[src/rtl/sb_uart_pkg.sv]
// Shared constants and state types for the sb_uart register-port UART.
package sb_uart_pkg;
  localparam logic [1:0] REG_DATA   = 2'd0;
  localparam logic [1:0] REG_STATUS = 2'd1;
  localparam logic [1:0] REG_CTRL   = 2'd2;
  localparam logic [1:0] REG_DIV    = 2'd3;

  localparam int ST_RXV = 0;
  localparam int ST_TXI = 1;
  localparam int ST_OVR = 2;
  localparam int ST_FER = 3;

  localparam int CT_RXIE = 0;
  localparam int CT_TXIE = 1;
  localparam int CT_CLR  = 2;

  localparam logic [15:0] MIN_DIV = 16'd4;

  typedef enum logic [1:0] {TX_IDLE, TX_START, TX_DATA, TX_STOP} tx_state_e;
  typedef enum logic [1:0] {RX_IDLE, RX_START, RX_DATA, RX_STOP} rx_state_e;

  function automatic logic [15:0] clamp_div(input logic [15:0] d);
    return (d < MIN_DIV) ? MIN_DIV : d;
  endfunction
endpackage

[src/rtl/sb_uart_if.sv]
// Word-addressed register port shared with the bridge timer peripherals.
interface sb_uart_if;
  logic [29:0] Addr;
  logic        WE;
  logic        RE;
  logic [31:0] Din;
  logic [31:0] Dout;
  logic        IRQ;

  modport master (output Addr, WE, RE, Din, input Dout, IRQ);
  modport slave  (input Addr, WE, RE, Din, output Dout, IRQ);
endinterface

[src/rtl/sb_uart_rx.sv]
// Receive datapath: 2-flop synchroniser, mid-bit sampler and 8N1 frame FSM.
module sb_uart_rx
  import sb_uart_pkg::*;
(
  input  logic        clk,
  input  logic        reset,
  input  logic        rxd,
  input  logic [15:0] div,
  output logic [7:0]  rx_data,
  output logic        byte_stb,
  output logic        ferr_stb
);
  rx_state_e   state, nstate;
  logic        s1, s2, prev;
  logic [15:0] cnt, rdiv;
  logic [2:0]  bitn;
  logic [7:0]  shreg;
  logic        tick;

  always_comb begin
    nstate = state;
    tick   = 1'b0;
    case (state)
      RX_IDLE:  if (prev && !s2) nstate = RX_START;
      // a start bit that has gone high again by mid-bit is a glitch
      RX_START: if (cnt == (rdiv >> 1) - 16'd1) begin
                  tick   = 1'b1;
                  nstate = s2 ? RX_IDLE : RX_DATA;
                end
      RX_DATA:  if (cnt == rdiv - 16'd1) begin
                  tick = 1'b1;
                  if (bitn == 3'd7) nstate = RX_STOP;
                end
      RX_STOP:  if (cnt == rdiv - 16'd1) begin
                  tick   = 1'b1;
                  nstate = RX_IDLE;
                end
      default:  nstate = RX_IDLE;
    endcase
  end

  always_ff @(posedge clk or negedge reset) begin
    if (!reset) begin
      state <= RX_IDLE;
      s1    <= 1'b1;
      s2    <= 1'b1;
      prev  <= 1'b1;
      cnt   <= '0;
      rdiv  <= MIN_DIV;
      bitn  <= '0;
      shreg <= '0;
    end else begin
      s1    <= rxd;
      s2    <= s1;
      prev  <= s2;
      state <= nstate;
      if (state == RX_IDLE) begin
        cnt  <= '0;
        bitn <= '0;
        rdiv <= div;
      end else if (tick) begin
        cnt <= '0;
        if (state == RX_DATA) begin
          shreg <= {s2, shreg[7:1]};
          bitn  <= bitn + 3'd1;
        end
      end else begin
        cnt <= cnt + 16'd1;
      end
    end
  end

  assign rx_data  = shreg;
  assign byte_stb = (state == RX_STOP) && tick;
  assign ferr_stb = byte_stb && !s2;
endmodule

[src/rtl/sb_uart.sv]
// 8N1 UART responder: register file, TX serialiser and level IRQ.
module sb_uart
  import sb_uart_pkg::*;
#(
  parameter int DEFAULT_DIV = 16
) (
  input  logic    clk,
  input  logic    reset,
  sb_uart_if.slave bus,
  input  logic    rxd,
  output logic    txd
);
  logic [1:0]  sel, ctrl;
  logic        wr_data, wr_ctrl, wr_div, rd_data, clr;
  logic [15:0] divisor, tx_div, tx_cnt;
  logic [7:0]  tx_sh, rx_byte, rx_data;
  logic [2:0]  tx_bit;
  logic        rx_valid, tx_idle, overrun, frame_err, irq;
  logic        byte_stb, ferr_stb, tx_start, tx_tick, txd_n;
  logic [3:0]  status;
  tx_state_e   tx_state, tx_next;
  logic        unused_ok;

  assign sel     = bus.Addr[1:0];
  assign wr_data = bus.WE && sel == REG_DATA;
  assign wr_ctrl = bus.WE && sel == REG_CTRL;
  assign wr_div  = bus.WE && sel == REG_DIV;
  assign rd_data = bus.RE && sel == REG_DATA;
  assign clr     = wr_ctrl && bus.Din[CT_CLR];
  assign unused_ok = ^{bus.Addr[29:2], bus.Din[31:16]};

  sb_uart_rx u_rx (
    .clk(clk), .reset(reset), .rxd(rxd), .div(divisor),
    .rx_data(rx_data), .byte_stb(byte_stb), .ferr_stb(ferr_stb)
  );

  assign tx_start = wr_data && tx_state == TX_IDLE;
  assign tx_tick  = tx_cnt == tx_div - 16'd1;

  always_comb begin
    tx_next = tx_state;
    txd_n   = 1'b1;
    case (tx_state)
      TX_IDLE:  if (tx_start) tx_next = TX_START;
      TX_START: begin
                  txd_n = 1'b0;
                  if (tx_tick) tx_next = TX_DATA;
                end
      TX_DATA:  begin
                  txd_n = tx_sh[0];
                  if (tx_tick && tx_bit == 3'd7) tx_next = TX_STOP;
                end
      TX_STOP:  if (tx_tick) tx_next = TX_IDLE;
      default:  tx_next = TX_IDLE;
    endcase
  end

  // txd is registered from the current state, so the line trails the FSM by one clock
  always_ff @(posedge clk or negedge reset) begin
    if (!reset) begin
      tx_state <= TX_IDLE;
      txd      <= 1'b1;
      tx_idle  <= 1'b1;
      tx_sh    <= '0;
      tx_div   <= 16'(DEFAULT_DIV);
      tx_cnt   <= '0;
      tx_bit   <= '0;
    end else begin
      tx_state <= tx_next;
      txd      <= txd_n;
      tx_idle  <= (tx_state == TX_IDLE) && !tx_start;
      if (tx_start) begin
        tx_sh  <= bus.Din[7:0];
        tx_div <= divisor;
        tx_cnt <= '0;
        tx_bit <= '0;
      end else if (tx_state != TX_IDLE) begin
        if (tx_tick) begin
          tx_cnt <= '0;
          if (tx_state == TX_DATA) begin
            tx_sh  <= tx_sh >> 1;
            tx_bit <= tx_bit + 3'd1;
          end
        end else begin
          tx_cnt <= tx_cnt + 16'd1;
        end
      end
    end
  end

  always_ff @(posedge clk or negedge reset) begin
    if (!reset) begin
      rx_valid  <= 1'b0;
      rx_byte   <= '0;
      overrun   <= 1'b0;
      frame_err <= 1'b0;
      ctrl      <= '0;
      divisor   <= 16'(DEFAULT_DIV);
      irq       <= 1'b0;
    end else begin
      // a read in the same cycle as a delivery frees the slot, so no overrun
      if (byte_stb) begin
        if (!rx_valid || rd_data) begin
          rx_byte  <= rx_data;
          rx_valid <= 1'b1;
        end
      end else if (rd_data) begin
        rx_valid <= 1'b0;
      end
      if (byte_stb && rx_valid && !rd_data) overrun <= 1'b1;
      else if (clr)                         overrun <= 1'b0;
      if (ferr_stb)  frame_err <= 1'b1;
      else if (clr)  frame_err <= 1'b0;
      if (wr_ctrl) ctrl    <= bus.Din[1:0];
      if (wr_div)  divisor <= clamp_div(bus.Din[15:0]);
      irq <= (rx_valid && ctrl[CT_RXIE]) || (tx_idle && ctrl[CT_TXIE]);
    end
  end

  always_comb begin
    status         = '0;
    status[ST_RXV] = rx_valid;
    status[ST_TXI] = tx_idle;
    status[ST_OVR] = overrun;
    status[ST_FER] = frame_err;
  end

  always_comb begin
    bus.Dout = '0;
    case (sel)
      REG_DATA:   bus.Dout = {24'b0, rx_byte};
      REG_STATUS: bus.Dout = {28'b0, status};
      REG_CTRL:   bus.Dout = {30'b0, ctrl};
      REG_DIV:    bus.Dout = {16'b0, divisor};
      default:    bus.Dout = '0;
    endcase
  end

  assign bus.IRQ = irq;
endmodule

[src/flat_wrapper.sv]
// flat-port wrapper written by rule: the top's interface ports become plain ports
module sb_uart_flat import sb_uart_pkg::*;
#(
  parameter int DEFAULT_DIV = 16
)
  (clk, reset, rxd, txd, bus_Addr, bus_WE, bus_RE, bus_Din, bus_Dout, bus_IRQ);
  sb_uart_if bus_i ();
  input  logic clk;
  input  logic reset;
  input  logic rxd;
  output logic txd;
  input wire logic [$bits(bus_i.Addr)-1:0] bus_Addr;
  input wire logic [$bits(bus_i.WE)-1:0] bus_WE;
  input wire logic [$bits(bus_i.RE)-1:0] bus_RE;
  input wire logic [$bits(bus_i.Din)-1:0] bus_Din;
  output wire logic [$bits(bus_i.Dout)-1:0] bus_Dout;
  output wire logic [$bits(bus_i.IRQ)-1:0] bus_IRQ;
  assign bus_i.Addr = bus_Addr;
  assign bus_i.WE = bus_WE;
  assign bus_i.RE = bus_RE;
  assign bus_i.Din = bus_Din;
  assign bus_Dout = bus_i.Dout;
  assign bus_IRQ = bus_i.IRQ;
  sb_uart #(.DEFAULT_DIV(DEFAULT_DIV)) u_core (.clk(clk), .reset(reset), .bus(bus_i), .rxd(rxd), .txd(txd));
endmodule
[config.mk]
export PLATFORM = sky130hd
export DESIGN_NAME = sb_uart_flat
export DESIGN_NICKNAME = d
export VERILOG_FILES = /design/src/rtl/sb_uart_pkg.sv /design/src/rtl/sb_uart_if.sv /design/src/rtl/sb_uart_rx.sv /design/src/rtl/sb_uart.sv /design/src/flat_wrapper.sv
export SDC_FILE = /design/constraint.sdc
export NUM_CORES = 1
export LEC_CHECK = 0
export BUFFER_PORTS_ARGS = -buffer_cell sky130_fd_sc_hd__buf_2
export CORE_ASPECT_RATIO = 0.5
export CORE_MARGIN = 4
export CORE_UTILIZATION = 45
export DETAILED_ROUTE_END_ITERATION = 10
export PLACE_DENSITY_LB_ADDON = 0.1
export SKIP_CTS_REPAIR_TIMING = 1
export SLEW_MARGIN = 20
export SYNTH_ARGS = -nofsm -noshare
export SYNTH_HDL_FRONTEND = slang
export SYNTH_SLANG_ARGS = --single-unit
[constraint.sdc]
create_clock -name clk -period 5.3 [get_ports clk]
set_clock_uncertainty 0.1 [all_clocks]
set_input_delay 1.59 -clock clk [delete_from_list [all_inputs] [get_ports clk]]
set_output_delay 1.59 -clock clk [all_outputs]
set_load 0.1 [all_outputs]
Word-level counts from Yosys, hierarchy flattened
Cells that the tools add are included.
Widths: inputs -> output; s select.
- logic and storage cells: 136
- register bits after elaboration: 125
- output and inout bits: 34
- bits of input ports: 67
- add/subtract/negate cells: 7
- equality and inequality tests: 24
- $lt $le $gt $ge: 1
- reductions and logical operators: 41
- bitwise gates (word level): 1
- multiplexer cells: 40
- operators with widths (operator ; count):
    $pmux 32 s4 ; 1
    $mux 16 ; 6
    $eq 16x16->1 ; 3
    $add 16x1->16 const B ; 2
    $mux 8 ; 4
    $sub 16x1->16 const B ; 2
    $mux 3 ; 7
    $mux 2 ; 10
    $reduce_bool 2->1 ; 9
    $lt 16x3->1 const B ; 1
    $pmux 2 s4 ; 2
    $sub 15x1->16 const B ; 1
    $logic_and 1x1->1 ; 15
    $eq 2x2->1 const B ; 6
    $ne 2x2->1 const B ; 6
    $mux 1 ; 8
    $ne 2x1->1 const B ; 4
    $add 3x1->3 const B ; 2
    $eq 2x1->1 const B ; 3
    $eq 3x3->1 const B ; 2
    $logic_not 2->1 ; 3
    $reduce_and 2->1 ; 3
    $reduce_and 3->1 ; 2
    $reduce_and 5->1 ; 1
    other kinds (6) ; 11

Longest topological paths before layout
Gate-level depths: netlist (run 1).
- depth after elaboration: 8
- depth in mapped cells: 13

Cells and area by module
A second synthesis (run 1) with hierarchy kept.
- cell total of the unflattened synthesis: 732
- area total of the unflattened synthesis: 7393.3 µm²
- by module, submodules not included (module ; area an instance (µm²) ; cells an instance ; instances):
    sb_uart ; 4205.3 ; 398 ; 1
    sb_uart_rx ; 3188.1 ; 334 ; 1

Worst setup path after synthesis (run 1)
No wires, ideal clock.
- kind: input -> output
- from: in bus_Addr[0]
- to: out bus_Dout[2]
- cell stages on the path: 4
- buffers on the path: 2
- required time: 3610 ps
- slack: -690 ps
- arrival time: 4300 ps
- cells stage by stage: clkbuf_1 clkbuf_1 mux2i_1 o21ai_0
- word-level cells in the longest chain between the ends: 2
- RTL lines (item ; RTL line ; source):
    start, declared ; flat_wrapper.sv:12 ; input wire logic [$bits(bus_i.Addr)-1:0] bus_Addr;
    $eq 2x2->1 (tied with other cells) ; sb_uart.sv:130 ; case (sel)
    $pmux 32 s4 (*) ; sb_uart.sv:130 ;
    end, declared ; flat_wrapper.sv:16 ; output wire logic [$bits(bus_i.Dout)-1:0] bus_Dout;
Every way passes the cells marked *; elsewhere a longest branch is shown, timed or not. The select of a mux whose other input is x is not followed.

Worst setup path in the final report (run 1)
- from: in bus_Addr[0]
- to: out bus_Dout[6]
The elaborated chain is that of the path after synthesis.

==> results of run 1 <==
-- registers in the layout, indices dropped and copies added, names as in the netlist, 2 cells and up, named ones only --
name / flops
u_core.u_rx.bitn: 3
u_core.tx_state: 2
u_core.tx_sh: 8
u_core.tx_bit: 3
u_core.ctrl: 2
u_core.u_rx.rx_data: 8
u_core.tx_div: 16
u_core.u_rx.cnt: 16
u_core.rx_byte: 8
u_core.tx_cnt: 16
u_core.divisor: 16
u_core.u_rx.rdiv: 16
-- final timing paths --
path                                   from                  to  slack, ns
max                             bus_Addr[0]         bus_Dout[6]       0.74
min                          u_core.u_rx.s1      u_core.u_rx.s2       0.26
max reg2reg                u_core.tx_div[2]   u_core.tx_cnt[13]       1.26
min reg2reg                  u_core.u_rx.s1      u_core.u_rx.s2       0.26
max in group asynchronous             reset      u_core.u_rx.s2       3.10
min in group asynchronous             reset  u_core.tx_state[1]       1.11
-- final cells by class --
class | instances | area, sq um
clock buffer | 20 | 447
clock inverter | 12 | 171
fill | 1442 | 7480
inverter | 14 | 52.6
multi-input combinational | 533 | 3880
sequential | 125 | 3140
tap | 221 | 277
timing repair buffer | 45 | 244
-- cell families (layout without fill, tap and decap cells) --
family / after synthesis / count (layout) / synth area share
xor+xnor: 70 / 70 / 0.0836
simple gates: 245 / 245 / 0.188
flops: 125 / 125 / 0.428
compound gates: 115 / 115 / 0.113
other cells: 1 / 16 / 0.000511
fa+ha+maj: 14 / 14 / 0.0239
buf+inv: 69 / 91 / 0.0505
mux: 73 / 73 / 0.113
-- layout by cell type, fill, tap and decap left out, types with 6 or more instances in the layout --
cell       netlist  final
o21a_1           8      8
xor2_1          33     33
a21o_1           6      6
nor2b_1         14     14
mux2_2          59     59
conb_1           1     16
buf_2           10     39
nor4_1           8      8
nand3_1         22     22
dfstp_2          8      8
a31oi_1          6      6
nor3_1          15     15
xnor2_1         37     37
a21oi_1         11     11
nand4_1         11     11
clkbuf_16        0     17
and3_1          24     24
inv_1           14     14
dfrtp_1        117    117
o21ai_0         34     32
nor2_1          44     44
nand2_1         55     55
ha_1            14     14
mux2i_1         12     12
nand2b_1         8      8
o211ai_1         8      8
o221a_2          7      7
-- per-layer routing --
metal | share of wire | vias to the layer above | routed length, um | global-route usage
met4 | 0.010 | 0 | 164 | 0.0481
met1 | 0.51 | 2615 | 8310 | 0.267
li1 | - | 2580 | - | -
met2 | 0.44 | 76 | 7110 | 0.272
met3 | 0.037 | 14 | 604 | 0.0425
met5 | 0 | - | 0 | 0
-- worst register-to-register path, stage by stage (launching register included) --
cell,delay [ns]
dfrtp_1,0.47
nor4_2,0.87
and4b_1,0.31
a211oi_1,0.05
a211o_1,0.29
a2111oi_2,0.65
a21o_1,0.76
o21ai_0,0.22
a21o_1,0.21
-- per-stage QoR --
| step | std cells | cell area [sq um] | worst slack (ns) | power [mW] |
|---|---|---|---|---|
| after floorplan | 727 | 7390 | 0.0628 | 2.84 |
| final | 970 | 8210 | 0.736 | 4.36 |
| after global routing | 970 | 8210 | 0.663 | 4.65 |
| after CTS | 970 | 8210 | 0.737 | 4.38 |
| after global placement | 938 | 7590 | 0.758 | 3.10 |
| after detailed placement | 938 | 7590 | 0.741 | 3.13 |
-- power breakdown --
part	switching, mW	internal, mW	leakage [nW]
logic	0.877	0.643	1.77
registers	0.409	1.20	1.57
clock network	0.434	0.796	0.296
==> results.yml, run 1 <==
timing:
  final.setup.tns_ns: 0
  fmax_ghz: 0.219
  slew_viol_final: 0
  setup_viol: 0
  tightest_slew_ns: 0.951
  layout_min_cycle_time_ns: 4.56
  hold_viol_final: 0
  rsz0062_at_grt: "false"
  timing.final.crit_share: 0.861
  whs_ns: 0.257
  slew_headroom: 0.361
worst_setup_path:
  max_stage_delay_ns: 0.45
  required_ns: 3.61
  cp_max_fo: 16
  cpLargestDelayFamily: "buffers and inverters"
  cp.depth: 4
  critPathMostFrequentCell: "buf_2"
  cp_num_buf_inv: 2
  rr_worst_depth: 8
  crit_arrival_ns: 2.87
  worstPathCellList: "buf_2 -> nor2_1 -> a22o_1 -> buf_2"
  crit_type: "in2out"
  start_kind: "primary input"
  setup.worst_path.end_class: "primary output"
  cp_slowest_cell: "nor2_1"
logic_synthesis:
  synth.most_common_cell: "dfrtp_1"
  synth.avg_cell_area_sq_um: 10.3
  ys.flop_type: "dfrtp_1"
  synthTopCellsByArea: "dfrtp_1 40%, mux2_2 9.1%, xnor2_1 4.4%"
  async_flop_share: 1.00
  synth_area_sq_um: 7330
  synth-seq-cells: 125
  ys_top_cells_by_count: "117 x dfrtp_1, 59 x mux2_2, 55 x nand2_1, 44 x nor2_1, 37 x xnor2_1"
  synth_top_area_frac: 0.399
  synthDistinctLibCells: 75
  synthCells: 712
  synth_area_leader_cell: "dfrtp_1"
  yosys_warnings: 0
  yosysSeqAreaShare: 0.428
  synth_edf_count: 0
cts:
  cts_max_path_buffers: 2
  cts_tree: "yes"
  clk_pin_slew_worst_paths_ns: 0.05
  h-tree-depth: 4
  cts_buffers: 17
  cts-root-buf: "clkbuf_16"
  cts.sinks: 125
  clk_latency_ns: 0.41
cells_and_area:
  areaGrowthSynthToFinish_pct: 12.0
  fin_nets: 817
  utilization: 0.523
  drive_above_1_share: 0.227
  n_antenna_cell: 0
routing:
  avgRoutedWirePerCell_um: 16.7
  drtIter0Drc: 368
  drc_errors: 0
  ant_nets: 0
  via_per_inst: 5.45
  firstDrtPassIters: 4
  num_vias: 5285
  wl_mm: 16.2
floorplanning:
  die-area_sq_um: 18500
  start_util: 0.467
  fp.coreArea_sq_um: 15700
  num_io_pins: 101
  num_rows: 32
  fp.dieH_um: 98.3
  die_x_um: 189
placement:
  port_buffers: 40
  place_congestion: 0.848
  dp_hpwl_mm: 11.5
global_routing:
  grt_pass1_vias: 5139
  grt_max_degree: 76
  antenna_found_initial: 0
  grt-ovfl-total: 0
  track_usage: 0.182
  grt_pass1_wl_mm: 27.1
power_and_ir_drop:
  power_leakage_nw: 3.64
  vdd_drop_max_mv: 0.265
  cellPowerDensity_nw_per_um2: 531
run:
  drv_cap: 0
hold_path:
  worstHoldPathCells: 0
  hold_class: "reg2reg"
run_status:
  status: "complete, no violations"
No activity file was read; power rests on OpenSTA's default activity.
==> run 2, diff against run 1 <==
--- a/config.mk
+++ b/config.mk
@@ -8,7 +8,7 @@
 export BUFFER_PORTS_ARGS = -buffer_cell sky130_fd_sc_hd__buf_2
 export CORE_ASPECT_RATIO = 0.5
 export CORE_MARGIN = 4
-export CORE_UTILIZATION = 45
+export CORE_UTILIZATION = 63
 export DETAILED_ROUTE_END_ITERATION = 10
 export PLACE_DENSITY_LB_ADDON = 0.1
 export SKIP_CTS_REPAIR_TIMING = 1
==> run 2 against run 1 <==
Maximum frequency decreased by 0.73%. Largest cell class unchanged. Hold slack improved by 0.0013 ns. Largest power group unchanged. Sequential power about the same. Sequential cell count unchanged. Setup slack got worse by 0.034 ns. Global-route usage increased by 6.4 points. Wire length decreased by 0.47%.
==> results.yml, run 2 (synthesis gave the netlist of run 1 again) <==
run_status:
  status: "complete, no violations"
run:
  drv_cap: 0
cts:
  cts_buffers: 17
  cts-root-buf: "clkbuf_16"
  clk_pin_slew_worst_paths_ns: 0.06
  cts_tree: "yes"
  cts.sinks: 125
  h-tree-depth: 4
  clk_latency_ns: 0.42
  cts_max_path_buffers: 2
floorplanning:
  num_io_pins: 101
  start_util: 0.656
  fp.coreArea_sq_um: 11200
  die-area_sq_um: 13500
  num_rows: 27
  fp.dieH_um: 84.3
  die_x_um: 161
global_routing:
  track_usage: 0.246
  grt_pass1_vias: 5338
  grt_pass1_wl_mm: 27.0
  grt_max_degree: 75
  grt-ovfl-total: 0
  antenna_found_initial: 0
timing:
  slew_headroom: 0.305
  fmax_ghz: 0.217
  rsz0062_at_grt: "false"
  final.setup.tns_ns: 0
  timing.final.crit_share: 0.868
  tightest_slew_ns: 1.03
  hold_viol_final: 0
  setup_viol: 0
  slew_viol_final: 0
  layout_min_cycle_time_ns: 4.60
worst_setup_path:
  cp_max_fo: 16
  max_stage_delay_ns: 0.46
  required_ns: 3.61
  critPathMostFrequentCell: "buf_2"
  setup.worst_path.end_class: "primary output"
  crit_arrival_ns: 2.91
  cp_slowest_cell: "nor2_1"
  start_kind: "primary input"
  crit_type: "in2out"
  worstPathCellList: "buf_2 -> nor2_1 -> a22o_1 -> buf_2"
routing:
  firstDrtPassIters: 5
  wl_mm: 16.1
  via_per_inst: 6.04
  avgRoutedWirePerCell_um: 17.7
  num_vias: 5494
  drtIter0Drc: 419
  drc_errors: 0
  ant_nets: 0
placement:
  port_buffers: 40
  post-place-cells: 877
  place_congestion: 0.907
  dp_hpwl_mm: 11.1
cells_and_area:
  areaGrowthSynthToFinish_pct: 11.2
  layout_common_cells: "117 x dfrtp_1, 59 x mux2_2, 55 x nand2_1"
  fin_nets: 818
  n_fill_cell: 770
  final-instance-count-excl-fill: 909
  final_common_cell: "dfrtp_1"
  n_antenna_cell: 0
  drive_above_1_share: 0.229
hold_path:
  hold_class: "reg2reg"
power_and_ir_drop:
  power_leakage_nw: 3.64
  vdd_drop_max_mv: 0.259
  cellPowerDensity_nw_per_um2: 540
==> run 2: report_power, final <==
part,leakage (nW),switching (mW),internal [mW]
clock network,0.296,0.450,0.802
logic,1.77,0.893,0.645
registers,1.57,0.407,1.20
==> run 2: worst paths after layout <==
check	from	endpoint	slack, ns	depth (start not counted)
worst max-delay path	bus_Addr[0]	bus_Dout[6]	0.70	4
worst max register to register	u_core.tx_div[2]	u_core.tx_cnt[3]	1.20	8
worst min-delay path	u_core.u_rx.s1	u_core.u_rx.s2	0.26	0
max in group asynchronous	reset	u_core.tx_div[4]	2.94	2
worst min register to register	u_core.u_rx.s1	u_core.u_rx.s2	0.26	0
min in group asynchronous	reset	asynchronous set/reset pin	1.20	1
==> run 2: through the flow <==
step / power (mW) / instance area, sq um / utilization / worst slack [ns] / hold slack (ns)
final: 4.40 / 8150 / 0.729 / 0.702 / 0.258
after global routing: 4.66 / 8150 / 0.729 / 0.626 / 0.271
after CTS: 4.40 / 8150 / 0.729 / 0.711 / 0.261
after detailed placement: 3.12 / 7520 / 0.672 / 0.725 / 0.254
after global placement: 3.06 / 7520 / 0.672 / 0.745 / 0.246
after floorplan: 2.84 / 7390 / - / 0.0628 / 0.245
==> run 2: layout make-up <==
type                    instances  area (sq um)  area share
clock inverters                13           190      0.0233
repair buffers                 46           248      0.0304
clock buffers                  19           443      0.0543
flip-flops and latches        125          3140       0.385
multi-input cells             533          3880       0.476
well taps                     159           199      0.0244
inverters                      14          52.6     0.00645
==> run 2: routing by layer <==
metal / vias to the layer above / track usage / wire length (um)
met5: - / 0 / 0
met1: 2714 / 0.343 / 7590
met4: 0 / 0.0781 / 263
met3: 26 / 0.0441 / 795
met2: 171 / 0.395 / 7470
li1: 2583 / - / -
==> run 2: worst max-delay path, delay by kind of cell <==
family / cells / cell delay (ns)
compound gates: 1 / 0.22
buf+inv: 2 / 0.63
simple gates: 1 / 0.46
